## config.mk

```make
export PLATFORM = sky130hd
export DESIGN_NAME = fwd_operand_unit
export DESIGN_NICKNAME = d
export VERILOG_FILES = /design/src/rtl/mips_pkg.sv /design/src/rtl/fwd_src_sel.sv /design/src/rtl/fwd_operand_unit.sv
export SDC_FILE = /design/constraint.sdc
export NUM_CORES = 1
export LEC_CHECK = 0
export ABC_AREA = 1
export CORE_MARGIN = 2
export CORE_UTILIZATION = 25
export CTS_CLUSTER_SIZE = 10
export DETAILED_ROUTE_END_ITERATION = 8
export GPL_ROUTABILITY_DRIVEN = 0
export PLACE_DENSITY = 0.47
export SYNTH_ARGS = -nofsm -noshare
export SYNTH_HDL_FRONTEND = slang
export SYNTH_SLANG_ARGS = --single-unit
```

## constraint.sdc

```tcl
create_clock -name clock -period 3.7 [get_ports clock]
set_clock_uncertainty 0.2 [all_clocks]
set_input_delay 0.37 -clock clock [delete_from_list [all_inputs] [get_ports clock]]
set_output_delay 0.37 -clock clock [all_outputs]
set_load 0.02 [all_outputs]
```

## src/rtl/mips_pkg.sv

```systemverilog
// Shared MIPS pipeline definitions: opcodes, operand-unit FSM encoding, result-history record.
package mips_pkg;

  localparam logic [5:0] ALUop   = 6'h00;
  localparam logic [5:0] LW      = 6'h23;
  localparam logic [5:0] SW      = 6'h2b;
  localparam logic [5:0] ADD_IMM = 6'h08;
  localparam logic [5:0] Jop     = 6'h02;
  localparam logic [5:0] JALop   = 6'h03;

  localparam logic [0:0] ST_RUN   = 1'b0;
  localparam logic [0:0] ST_STALL = 1'b1;

  // History records are sized for the widest configuration; narrower users zero-pad.
  localparam int HIST_AW_MAX = 8;
  localparam int HIST_DW_MAX = 64;

  typedef struct packed {
    logic                   valid;
    logic                   pending;
    logic [HIST_AW_MAX-1:0] rd;
    logic [HIST_DW_MAX-1:0] data;
  } hist_ent_t;

endpackage

```

## src/rtl/fwd_src_sel.sv

```systemverilog
// Per-source operand mux: immediate, EX result, youngest history hit, else register file.
// Latency: purely combinational.
// Backpressure: none; the caller decides when the selection is captured.
module fwd_src_sel #(
  parameter int DATA_W = 32,
  parameter int AW     = 5,
  parameter int DEPTH  = 3
) (
  input  logic [AW-1:0]       addr,
  input  logic [DATA_W-1:0]   rf_data,
  input  logic                imm_sel,
  input  logic [DATA_W-1:0]   imm,
  input  logic                ex_valid,
  input  logic [AW-1:0]       ex_rd,
  input  logic                ex_is_load,
  input  logic [DATA_W-1:0]   ex_result,
  input  logic [DATA_W-1:0]   mem_rdata,
  input  logic [DEPTH-1:0]    h_valid,
  input  logic [DEPTH-1:0]    h_pending,
  input  logic [DEPTH*AW-1:0] h_rd,
  input  logic [DEPTH*DATA_W-1:0] h_data,
  output logic [DATA_W-1:0]   sel_data
);

  always_comb begin
    sel_data = rf_data;
    // Walk oldest to youngest so the youngest matching entry wins.
    for (int k = DEPTH - 1; k >= 0; k--) begin
      if (h_valid[k] && (h_rd[k*AW +: AW] == addr))
        sel_data = h_pending[k] ? mem_rdata : h_data[k*DATA_W +: DATA_W];
    end
    if (ex_valid && !ex_is_load && (ex_rd == addr))
      sel_data = ex_result;
    if (addr == '0)
      sel_data = rf_data;
    if (imm_sel)
      sel_data = imm;
  end

endmodule

```

## src/rtl/fwd_operand_unit.sv

```systemverilog
// Decode-stage operand forwarding with load-use stall and result history.
// Latency: op_valid/op_data one cycle after acceptance; a load-use hazard adds one stall cycle.
// Backpressure: id_ready drops for the single hazard cycle; otherwise accepts whenever id_valid.
module fwd_operand_unit
  import mips_pkg::*;
#(
  parameter int DATA_W = 32,
  parameter int NSRC   = 2,
  parameter int DEPTH  = 3,
  parameter int AW     = 5
) (
  input  logic                   clock,
  input  logic                   resetn,
  input  logic                   id_valid,
  output logic                   id_ready,
  input  logic [NSRC*AW-1:0]     id_src_addr,
  input  logic [NSRC-1:0]        id_src_use,
  input  logic [NSRC*DATA_W-1:0] id_src_rf,
  input  logic [NSRC-1:0]        id_imm_sel,
  input  logic [DATA_W-1:0]      id_imm,
  input  logic                   ex_valid,
  input  logic [AW-1:0]          ex_rd,
  input  logic                   ex_is_load,
  input  logic [DATA_W-1:0]      ex_result,
  input  logic [DATA_W-1:0]      mem_rdata,
  output logic                   op_valid,
  output logic [NSRC*DATA_W-1:0] op_data,
  output logic [15:0]            stall_cnt
);

  hist_ent_t                 hist [DEPTH];
  logic [0:0]                state;
  logic                      hazard;
  logic [NSRC*DATA_W-1:0]    sel_data;
  logic [DEPTH-1:0]          h_valid;
  logic [DEPTH-1:0]          h_pending;
  logic [DEPTH*AW-1:0]       h_rd;
  logic [DEPTH*DATA_W-1:0]   h_data;
  logic                      unused_hist_hi;

  always_ff @(posedge clock) begin
    if (!resetn) begin
      for (int k = 0; k < DEPTH; k++) hist[k] <= '0;
    end else begin
      hist[0].valid   <= ex_valid && (ex_rd != '0);
      hist[0].pending <= ex_is_load;
      hist[0].rd      <= HIST_AW_MAX'(ex_rd);
      hist[0].data    <= HIST_DW_MAX'(ex_result);
      hist[1] <= hist[0];
      // A load leaving MEM picks up its data here, so older entries are never pending.
      if (hist[0].pending) begin
        hist[1].data    <= HIST_DW_MAX'(mem_rdata);
        hist[1].pending <= 1'b0;
      end
      for (int k = 2; k < DEPTH; k++) hist[k] <= hist[k-1];
    end
  end

  // Record bits above DATA_W/AW only ever hold zero padding.
  always_comb begin
    unused_hist_hi = 1'b0;
    for (int k = 0; k < DEPTH; k++)
      unused_hist_hi = unused_hist_hi ^ (^(hist[k].data >> DATA_W)) ^ (^(hist[k].rd >> AW));
  end

  for (genvar k = 0; k < DEPTH; k++) begin : gen_hist_flat
    assign h_valid[k]                  = hist[k].valid;
    assign h_pending[k]                = hist[k].pending;
    assign h_rd[k*AW +: AW]            = hist[k].rd[AW-1:0];
    assign h_data[k*DATA_W +: DATA_W]  = hist[k].data[DATA_W-1:0];
  end

  for (genvar s = 0; s < NSRC; s++) begin : gen_src
    fwd_src_sel #(.DATA_W(DATA_W), .AW(AW), .DEPTH(DEPTH)) u_sel (
      .addr       (id_src_addr[s*AW +: AW]),
      .rf_data    (id_src_rf[s*DATA_W +: DATA_W]),
      .imm_sel    (id_imm_sel[s]),
      .imm        (id_imm),
      .ex_valid   (ex_valid),
      .ex_rd      (ex_rd),
      .ex_is_load (ex_is_load),
      .ex_result  (ex_result),
      .mem_rdata  (mem_rdata),
      .h_valid    (h_valid),
      .h_pending  (h_pending),
      .h_rd       (h_rd),
      .h_data     (h_data),
      .sel_data   (sel_data[s*DATA_W +: DATA_W])
    );
  end

  always_comb begin
    hazard = 1'b0;
    for (int s = 0; s < NSRC; s++) begin
      if (id_src_use[s] && !id_imm_sel[s] && (id_src_addr[s*AW +: AW] != '0) &&
          ex_valid && ex_is_load && (ex_rd == id_src_addr[s*AW +: AW]))
        hazard = 1'b1;
    end
    hazard = hazard && id_valid;
  end

  assign id_ready = resetn && ((state == ST_STALL) || (id_valid && !hazard));

  always_ff @(posedge clock) begin
    if (!resetn) begin
      state     <= ST_RUN;
      op_valid  <= 1'b0;
      op_data   <= '0;
      stall_cnt <= '0;
    end else if (state == ST_STALL) begin
      state    <= ST_RUN;
      op_valid <= 1'b1;
      op_data  <= sel_data;
    end else if (hazard) begin
      state    <= ST_STALL;
      op_valid <= 1'b0;
      if (stall_cnt != 16'hffff) stall_cnt <= stall_cnt + 16'd1;
    end else begin
      op_valid <= id_valid;
      if (id_valid) op_data <= sel_data;
    end
  end

endmodule

```

==> results of run 1 <==
[logic make-up (layout without fill, tap and decap cells)]
group	Yosys count	after routing	synth area share, %
DFF	199	199	37.2
other	2	122	0.0543
buffers and inverters	418	626	12.1
AOI/OAI and AO/OA	270	270	9.85
and+or+nand+nor	1299	1299	39.2
adders and majority gates	1	1	0.0904
xor gates and xnor gates	23	23	1.46
[final timing paths]
path | startpoint | end | slack, ns | cells past startpoint
setup / recovery | id_src_addr[1] | id_ready | 0.46 | 11
hold / removal | resetn | op_data[51]$_SDFFE_PN0P_ | 0.1 | 3
setup reg to reg | hist[0][216]$_SDFFCE_PN0P_ | op_data[11]$_SDFFE_PN0P_ | 1.07 | 14
hold reg to reg | state$_SDFF_PP0_ | state$_SDFF_PP0_ | 0.23 | 1
[worst register-to-register path: cells and delay by family (launching register included)]
| family | cells | cell delay (ns) |
|---|---|---|
| AND/OR/NAND/NOR | 11 | 1.29 |
| AO/OA/AOI/OAI | 1 | 0.19 |
| buffers and inverters | 2 | 0.47 |
| flip-flops | 1 | 0.43 |
[power groups by stage]
stage | Clock, mW | Combinational [mW] | Sequential [mW]
6_report | 1.99 | 1.42 | 2.59
5_1_grt | 2.12 | 1.56 | 2.61
4_1_cts | 2.06 | 1.42 | 2.59
3_5_place_dp | 0 | 1.41 | 2.64
3_3_place_gp | 0 | 1.41 | 2.64
2_1_floorplan | 0 | 0.653 | 2.68
[per-stage QoR]
stage                     worst slack, ns  instances  cell area (sq um)
after floorplan                      1.65       2328              14300
after CTS                           0.459       3240              18200
after detailed placement            0.333       3208              17600
after global routing                0.328       3241              18200
final                               0.457       3244              18200
after global placement              0.306       3208              17600
[registers in the layout, indices dropped and copies added, names as in the netlist]
register / cells
hist: 117
op_data: 64
stall_cnt: 16
op_valid: 1
state: 1
[layout by cell type, fill, tap and decap left out, types with 18 or more instances in the layout]
cell type	count
o21ai_0	213
conb_1	118
inv_1	268
nor2_1	201
nand3_1	286
edfxtp_1	117
a21oi_1	49
dfxtp_1	82
buf_4	39
clkdlybuf4s50_1	262
nand2_1	762
clkbuf_16	18
[layout make-up]
cell class	instances	area, sq um	share of cell area [%]
Tap cell	704	881	4.84
Clock buffer	21	482	2.65
Sequential cell	199	5150	28.3
Multi-Input combinational cell	1711	7450	40.9
Antenna cell	4	10.0	0.0550
Timing Repair Buffer	309	3050	16.7
Inverter	285	1070	5.88
Clock inverter	11	105	0.577
[cells in the mapped netlist]
master    number
clkinv_2       1
clkbuf_2       1
or2_2          5
buf_4          5
and2_0         1
nand3_1      287
conb_1         2
nand4_4        1
nand4_2        1
clkbuf_1      76
nand2_4        1
xor2_1         9
inv_2         13
nor2_4         3
nand3_2        4
buf_1          3
nand2_1      762
edfxtp_1     117
o211ai_1       4
o21ai_0      213
inv_1        269
nand3b_1      11
xnor2_1       14
nor3_1         7
buf_6          5
buf_2         43
clkinv_1       2
a21oi_1       49
nand2_2        1
o21ai_1        3
o21bai_1       1
ha_1           1
dfxtp_1       82
nor2_1       203
nand4_1       10
nor3_2         2
[layer usage]
metal	global-route usage, %	part of all wire (%)
met3	8.49	9.4
met1	27.1	41
met2	35.6	44
met4	11.7	5.0
met5	0	0.20
==> metrics, run 1 <==
Max Slew Vio Count 0; Max clock buf depth 2; initial antenna violation count 14; number of global-route vias before repair 14800; Syn Area/Cell 6.26 sq um; Period minus WS final 3.24 ns; nets 2708; Yosys top cell area share 25.4%; WL/cell 20.0 um; CP Buf/Inv Count 4; Distinct cells, synth 36; Final period util 87.6%; unrepaired setup endpoints after global routing false; status finished, final reports clean; CTS Buf Count 17; critical path's slowest cell clkdlybuf4s50_1; Comb pwr share 23.7%; clock root buffer master clkbuf_16; Sw Pwr 1.96 mW; Pwr Total 6.00 mW; Ys Warns 0; post-cts sizing count 0; cell count after synthesis 2212; Reg power frac 43.2%; Routed Antenna Nets 0; via count of the routed design 15400; Clock transition at path regs 0.08 ns; Total Routed Length 64900 um; largest net degree at the start of global routing 90; synthesized area 13800 sq um; Clock power frac 33.2%; sequential share of the synthesized area 37.2%; DRC viols 0; final core utilization 33.2%; crit path DAT 2.67 ns; core area 54900 sq um; VDD IR max 0.000340 V; CP Capture Type output pin; synthesis-stage register bit count 199; count of final setup violators 0; DR pass1 iterations 5; crit path launch type primary input; CTS sink count 199; final hold violations 0; Switching Share 32.6%; Setup CP Type in -> out; first-pass GRT wire length 94500 um; Internal 4.04 mW; Iter 0 DRT Violations 1175; Min Hold Slack 0.0985 ns; CTS tree built; Slew HR 26.1%; # Post-CTS Setup Buffers 0; Area growth, synth to finish 31.5%; fillcell total 6079; Ports 266; critical-path cell list clkdlybuf4s50_1 > inv_1 > nand2_1 > nand4_1 > nor3_2 > nand2_1 > nand3_2 > nand2_4 > nand2_2 > inv_2 > clkdlybuf4s50_1; top post-synthesis cells by area edfxtp_1 (25%), nand2_1 (21%), dfxtp_1 (12%); detail-routed via count per cell 4.74; max cap viols 0; GRT Overall Usage 22.7%; Post-CTS Hold Fix Bufs 0; P_leak 8.73 nW; clk_lat worst skew 0.50 ns; CP max FO 9; Final HPWL DP 46000 um; share of post-route cells with drive strength above 1 4.50%; data required time of the critical path 3.13 ns; die area 57300 sq um; H-tree depth 4; delay-heaviest family, CP buffers and inverters; row cnt 86; min-delay worst type in -> reg; top cell type by total area after synthesis edfxtp_1; setup_tns 0 ns; Slew @ Worst Pin 1.11 ns; total gr overflow 0; height of the chip 239 um; Pwr Density 330 nW/um^2; fmax 308 MHz; starting density of the core 25.2%; slowest stage delay, CP 0.64 ns; Port Buf Inserts 265; die width 239 um
No activity file was read; power rests on OpenSTA's default activity.
==> inputs of run 2 (changes only) <==
HOLD_SLACK_MARGIN = 0.1   (was not set)
RECOVER_POWER = 25   (was not set)
==> run 2 against run 1 <==
  * Combinational power is essentially flat
  * Final area is essentially flat
  * Clock power barely moved
  * Largest power group unchanged
==> metrics, run 2 (synthesized netlist as in run 1, its figures left out) <==
largest registers hist: 117 flops, op_data: 64 flops, stall_cnt: 16 flops; Final period util 89.5% (+1.8 points); H-tree depth 4 (unchanged); total gr overflow 0 (unchanged); Port Buf Inserts 265 (unchanged); status finished, final reports clean; commonest non-fill, non-tap cell in the layout nand2_1; Max clock buf depth 2 (unchanged); Routed Antenna Nets 0 (unchanged); R2R setup slack 1.05 ns (-0.02 ns); starting density of the core 25.2% (unchanged); placed cells 3208 (unchanged); Pwr Density 329 nW/um^2 (-0.15%); Area growth, synth to finish 31.5% (about the same); share of post-route cells with drive strength above 1 4.49% (about the same); CP Capture Type output pin; Slew @ Worst Pin 1.11 ns (-0.00162 ns); CP startpoint id_src_addr[2]; clock root buffer master clkbuf_16; crit path DAT 2.74 ns (+0.07 ns); fmax 302 MHz (-2.0%); first-pass GRT wire length 94500 um (about the same); die width 239 um (unchanged); post-cts sizing count 0 (unchanged); CP max FO 9 (unchanged); crit path launch type primary input; CTS Buf Count 17 (unchanged); min-delay worst type reg -> reg; final cell count without fillers 3245 (+0.031%); data required time of the critical path 3.13 ns (about the same); P_leak 8.78 nW (+0.66%); DRC viols 0 (unchanged); clk_lat worst skew 0.50 ns (about the same); Largest register FFs 117 (unchanged); commonest non-fill, non-tap cells in the layout nand2_1 (762), nand3_1 (286), inv_1 (268); die area 57300 sq um (unchanged); detail-routed via count per cell 4.75 (+0.25%); Ports 266 (unchanged); Total Routed Length 64900 um (about the same); CTS sink count 199 (unchanged); GRT Overall Usage 22.7% (unchanged); setup_tns 0 ns (unchanged); height of the chip 239 um (unchanged); CTS tree built; VDD IR max 0.000341 V (+0.20%); largest net degree at the start of global routing 90 (unchanged); Top reg by flops hist; WL/cell 20.0 um (about the same); initial antenna violation count 14 (unchanged); nets 2709 (+0.037%); Slew HR 26.2% (+0.11 points); max cap viols 0 (unchanged); final hold violations 0 (unchanged); Setup CP Type in -> out; Worst Setup EP id_ready; row cnt 86 (unchanged); worst reg2reg endpoint op_data[16]$_SDFFE_PN0P_; path depth of the worst reg2reg path 14 (unchanged); count of final setup violators 0 (unchanged); Clock transition at path regs 0.08 ns (about the same); via count of the routed design 15400 (+0.28%); Period minus WS final 3.31 ns (+0.0669 ns); FF-to-FF Start hist[0][216]$_SDFFCE_PN0P_; DR pass1 iterations 5 (unchanged); Max Slew Vio Count 0 (unchanged); unrepaired setup endpoints after global routing false; core area 54900 sq um (unchanged); fillcell total 6080 (+0.016%); Final HPWL DP 46000 um (unchanged); Iter 0 DRT Violations 1230 (+4.7%); number of global-route vias before repair 14900 (+0.040%)
## run 2: worst min path at each step
stage | startpoint | to | slack, ns | depth (start not counted)
after floorplan | state$_SDFF_PP0_ | state$_SDFF_PP0_ | 0.20 | 1
after global placement | state$_SDFF_PP0_ | state$_SDFF_PP0_ | 0.20 | 1
after detailed placement | state$_SDFF_PP0_ | state$_SDFF_PP0_ | 0.22 | 1
after CTS | state$_SDFF_PP0_ | state$_SDFF_PP0_ | 0.23 | 1
after global routing | state$_SDFF_PP0_ | state$_SDFF_PP0_ | 0.26 | 1
final | state$_SDFF_PP0_ | state$_SDFF_PP0_ | 0.23 | 1
## run 2: power breakdown
| group | internal, mW | switching (mW) | total [mW] |
|---|---|---|---|
| Combinational | 0.514 | 0.900 | 1.41 |
| Sequential | 2.51 | 0.0809 | 2.59 |
| Clock | 1.01 | 0.976 | 1.99 |
## run 2: area by class of cell
cell class                      instances  area [sq um]  area share [%]
Antenna cell                            4          10.0          0.0550
Clock buffer                           21           482            2.65
Clock inverter                         11           105           0.577
Inverter                              285          1070            5.88
Multi-Input combinational cell       1711          7450            40.9
Sequential cell                       199          5150            28.3
Tap cell                              704           881            4.84
Timing Repair Buffer                  310          3050            16.8
## run 2: metal layers
layer | wire length, um | part of all wire, % | global-route usage [%]
met1 | 26600 | 41 | 27.1
met3 | 6280 | 9.7 | 8.49
met4 | 3310 | 5.1 | 11.7
met2 | 28600 | 44 | 35.6
met5 | 130 | 0.20 | 0
## run 2: critical path: stages
cell	delay, ns
dlygate4sd3_1	0.74
xnor2_1	0.16
nand2_1	0.09
nor3_2	0.25
nand2_1	0.12
nand3_2	0.10
nand2_4	0.11
nand2_2	0.13
inv_2	0.10
clkdlybuf4s50_1	0.55
## run 2: what timing repair did
item	4_1_cts	5_1_grt
hold endpoints to repair	9	0
buffers inserted	0	0
hold buffers	1	0
## run 2: metrics by stage
stage                     worst slack, ns  instance area (sq um)  total power [mW]  util [%]  hold slack, ns
after CTS                           0.459                  18200              6.07      33.2           0.234
after detailed placement            0.333                  17600              4.05      32.1           0.222
after global routing                0.257                  18200              6.28      33.2           0.262
after floorplan                      1.65                  14300              3.33         -           0.195
after global placement              0.306                  17600              4.05      32.1           0.204
final                               0.390                  18200              5.99      33.2           0.229
==> edit (settings of run 2) <==
`HIST_DW_MAX`: 64 -> 32.
--- a/src/rtl/mips_pkg.sv
+++ b/src/rtl/mips_pkg.sv
@@ -14,5 +14,5 @@
   // History records are sized for the widest configuration; narrower users zero-pad.
   localparam int HIST_AW_MAX = 8;
-  localparam int HIST_DW_MAX = 64;
+  localparam int HIST_DW_MAX = 32;
 
   typedef struct packed {
Function: same outputs for any inputs over 4 cycles, from zero or initial values and one cycle with resetn low; that may be too few to reach the edited logic, so the function may still have changed.
==> edit against run 2 <==
  * The run now ends with capacitance limit, slew limit left
  * Via count increased by 0.98%
  * Sequential cell count unchanged
  * Die area increased by 3.0%
  * First-iteration DRC count increased by 4.2%
  * Power increased by 0.91%
  * Worst setup slack improved by 110 ps
  * Synthesized area increased by 3.0%
  * Sequential power about the same
  * Final area increased by 1.4%
  * Register-to-register slack got worse by 30 ps
  * Routed wire length decreased by 0.18%
  * Largest cell class unchanged
==> edit: results <==
export IMPL_dp_hpwl_um=48100
export IMPL_num_fill_cells=6332
export IMPL_place_area_sq_mm=0.0178
export IMPL_ys_top_cells_by_count="nand2_1, inv_1, nand3_1"
export IMPL_wl_per_cell_um=19.5
export IMPL_synth_area_top_cells="edfxtp_1, nand2_1, dfxtp_1"
export IMPL_synth_cell_types=40
export IMPL_clk_latency_ps=470
export IMPL_antenna_found_initial=8
export IMPL_cap_violations=1
export IMPL_p_sw_mw=1.95
export IMPL_vias_per_cell=4.69
export IMPL_nNetsFinal=2733
export IMPL_drt_pass1_iterations=6
export IMPL_drive_above_1_share=0.0543
export IMPL_yosysSeqAreaShare=0.361
export IMPL_min_path_type="primary input to flop"
export IMPL_violations="capacitance limit, slew limit"
export IMPL_ir_drop_v=0.000341
export IMPL_slew_headroom=-0.940
export IMPL_status="complete, but fails checks"
export IMPL_syn_area_sq_mm=0.0143
export IMPL_grt_pass1_wl_um=96200
export IMPL_grt_max_degree=72
export IMPL_maxSlewViolCount=54
export IMPL_power_leakage_nw=8.90
export IMPL_crit_fanout=4
edit: cell count changes after synthesis, moves of 6 or more:
cell and change:
o21ai_0 -40, nand3_1 -22, nand3_2 +26, nand2_1 +20, buf_6 +6, o21ai_1 +31, clkbuf_1 -12, inv_1 +21
nor2_1 -7
edit: path summary, 6_finish.rpt:
check	from	end	slack (ps)	cells past startpoint
setup / recovery	ex_rd[0]	id_ready	500	10
hold / removal	resetn	op_data[27]	140	3
setup reg to reg	hist[0][40]	op_data[52]	1020	9
hold reg to reg	op_data[9]	op_data[9]	270	2
edit: layout make-up:
| cell class | count | area [sq um] | area share |
|---|---|---|---|
| inverters | 309 | 1180 | 0.0638 |
| clock inverters | 14 | 173 | 0.00936 |
| diodes | 4 | 10.0 | 0.000542 |
| well taps | 756 | 946 | 0.0513 |
| multi-input cells | 1721 | 7650 | 0.415 |
| repair buffers | 300 | 2910 | 0.158 |
| flip-flops and latches | 199 | 5150 | 0.279 |
| clock buffers | 18 | 429 | 0.0233 |
edit: cells by family (layout without fill, tap and decap cells):
group	Yosys count	in the layout	synth area share
compound gates	258	258	0.0918
flops	199	199	0.361
xor+xnor	27	27	0.0166
buf+inv	446	641	0.133
fa+ha+maj	1	1	0.000877
other cells	2	122	0.000526
simple gates	1317	1317	0.396
edit: per-stage QoR:
step,worst slack (ps),hold slack (ps),power (mW),util,cells
6_report,499,136,6.05,0.327,3321
5_1_grt,358,137,6.36,0.327,3317
4_1_cts,535,111,6.13,0.327,3317
3_5_place_dp,472,262,4.08,0.317,3285
3_3_place_gp,466,260,4.07,0.317,3285
2_1_floorplan,1630,286,3.36,-,2366
edit: worst max-delay path, stage by stage:
cell,delay (ps)
dlygate4sd3_1,650
xnor2_1,140
nand3_1,100
nor2_2,220
nand3_2,120
nand3_1,110
nand2_2,90
nand2_4,150
clkinv_8,50
clkdlybuf4s50_1,610
edit: power groups by stage:
stage               Sequential [mW]  Clock (mW)  Combinational, mW
floorplan                      2.68           0              0.685
global placement               2.65           0               1.42
detailed placement             2.65           0               1.42
CTS                            2.60        2.09               1.43
global route                   2.62        2.17               1.57
finish                         2.60        2.02               1.43
edit: layer usage:
metal	global-route usage	share of wire	vias up
met5	0	0.0014	-
met4	0.0864	0.038	14
met3	0.0519	0.076	112
met2	0.406	0.52	604
met1	0.238	0.37	7292
li1	-	-	7546
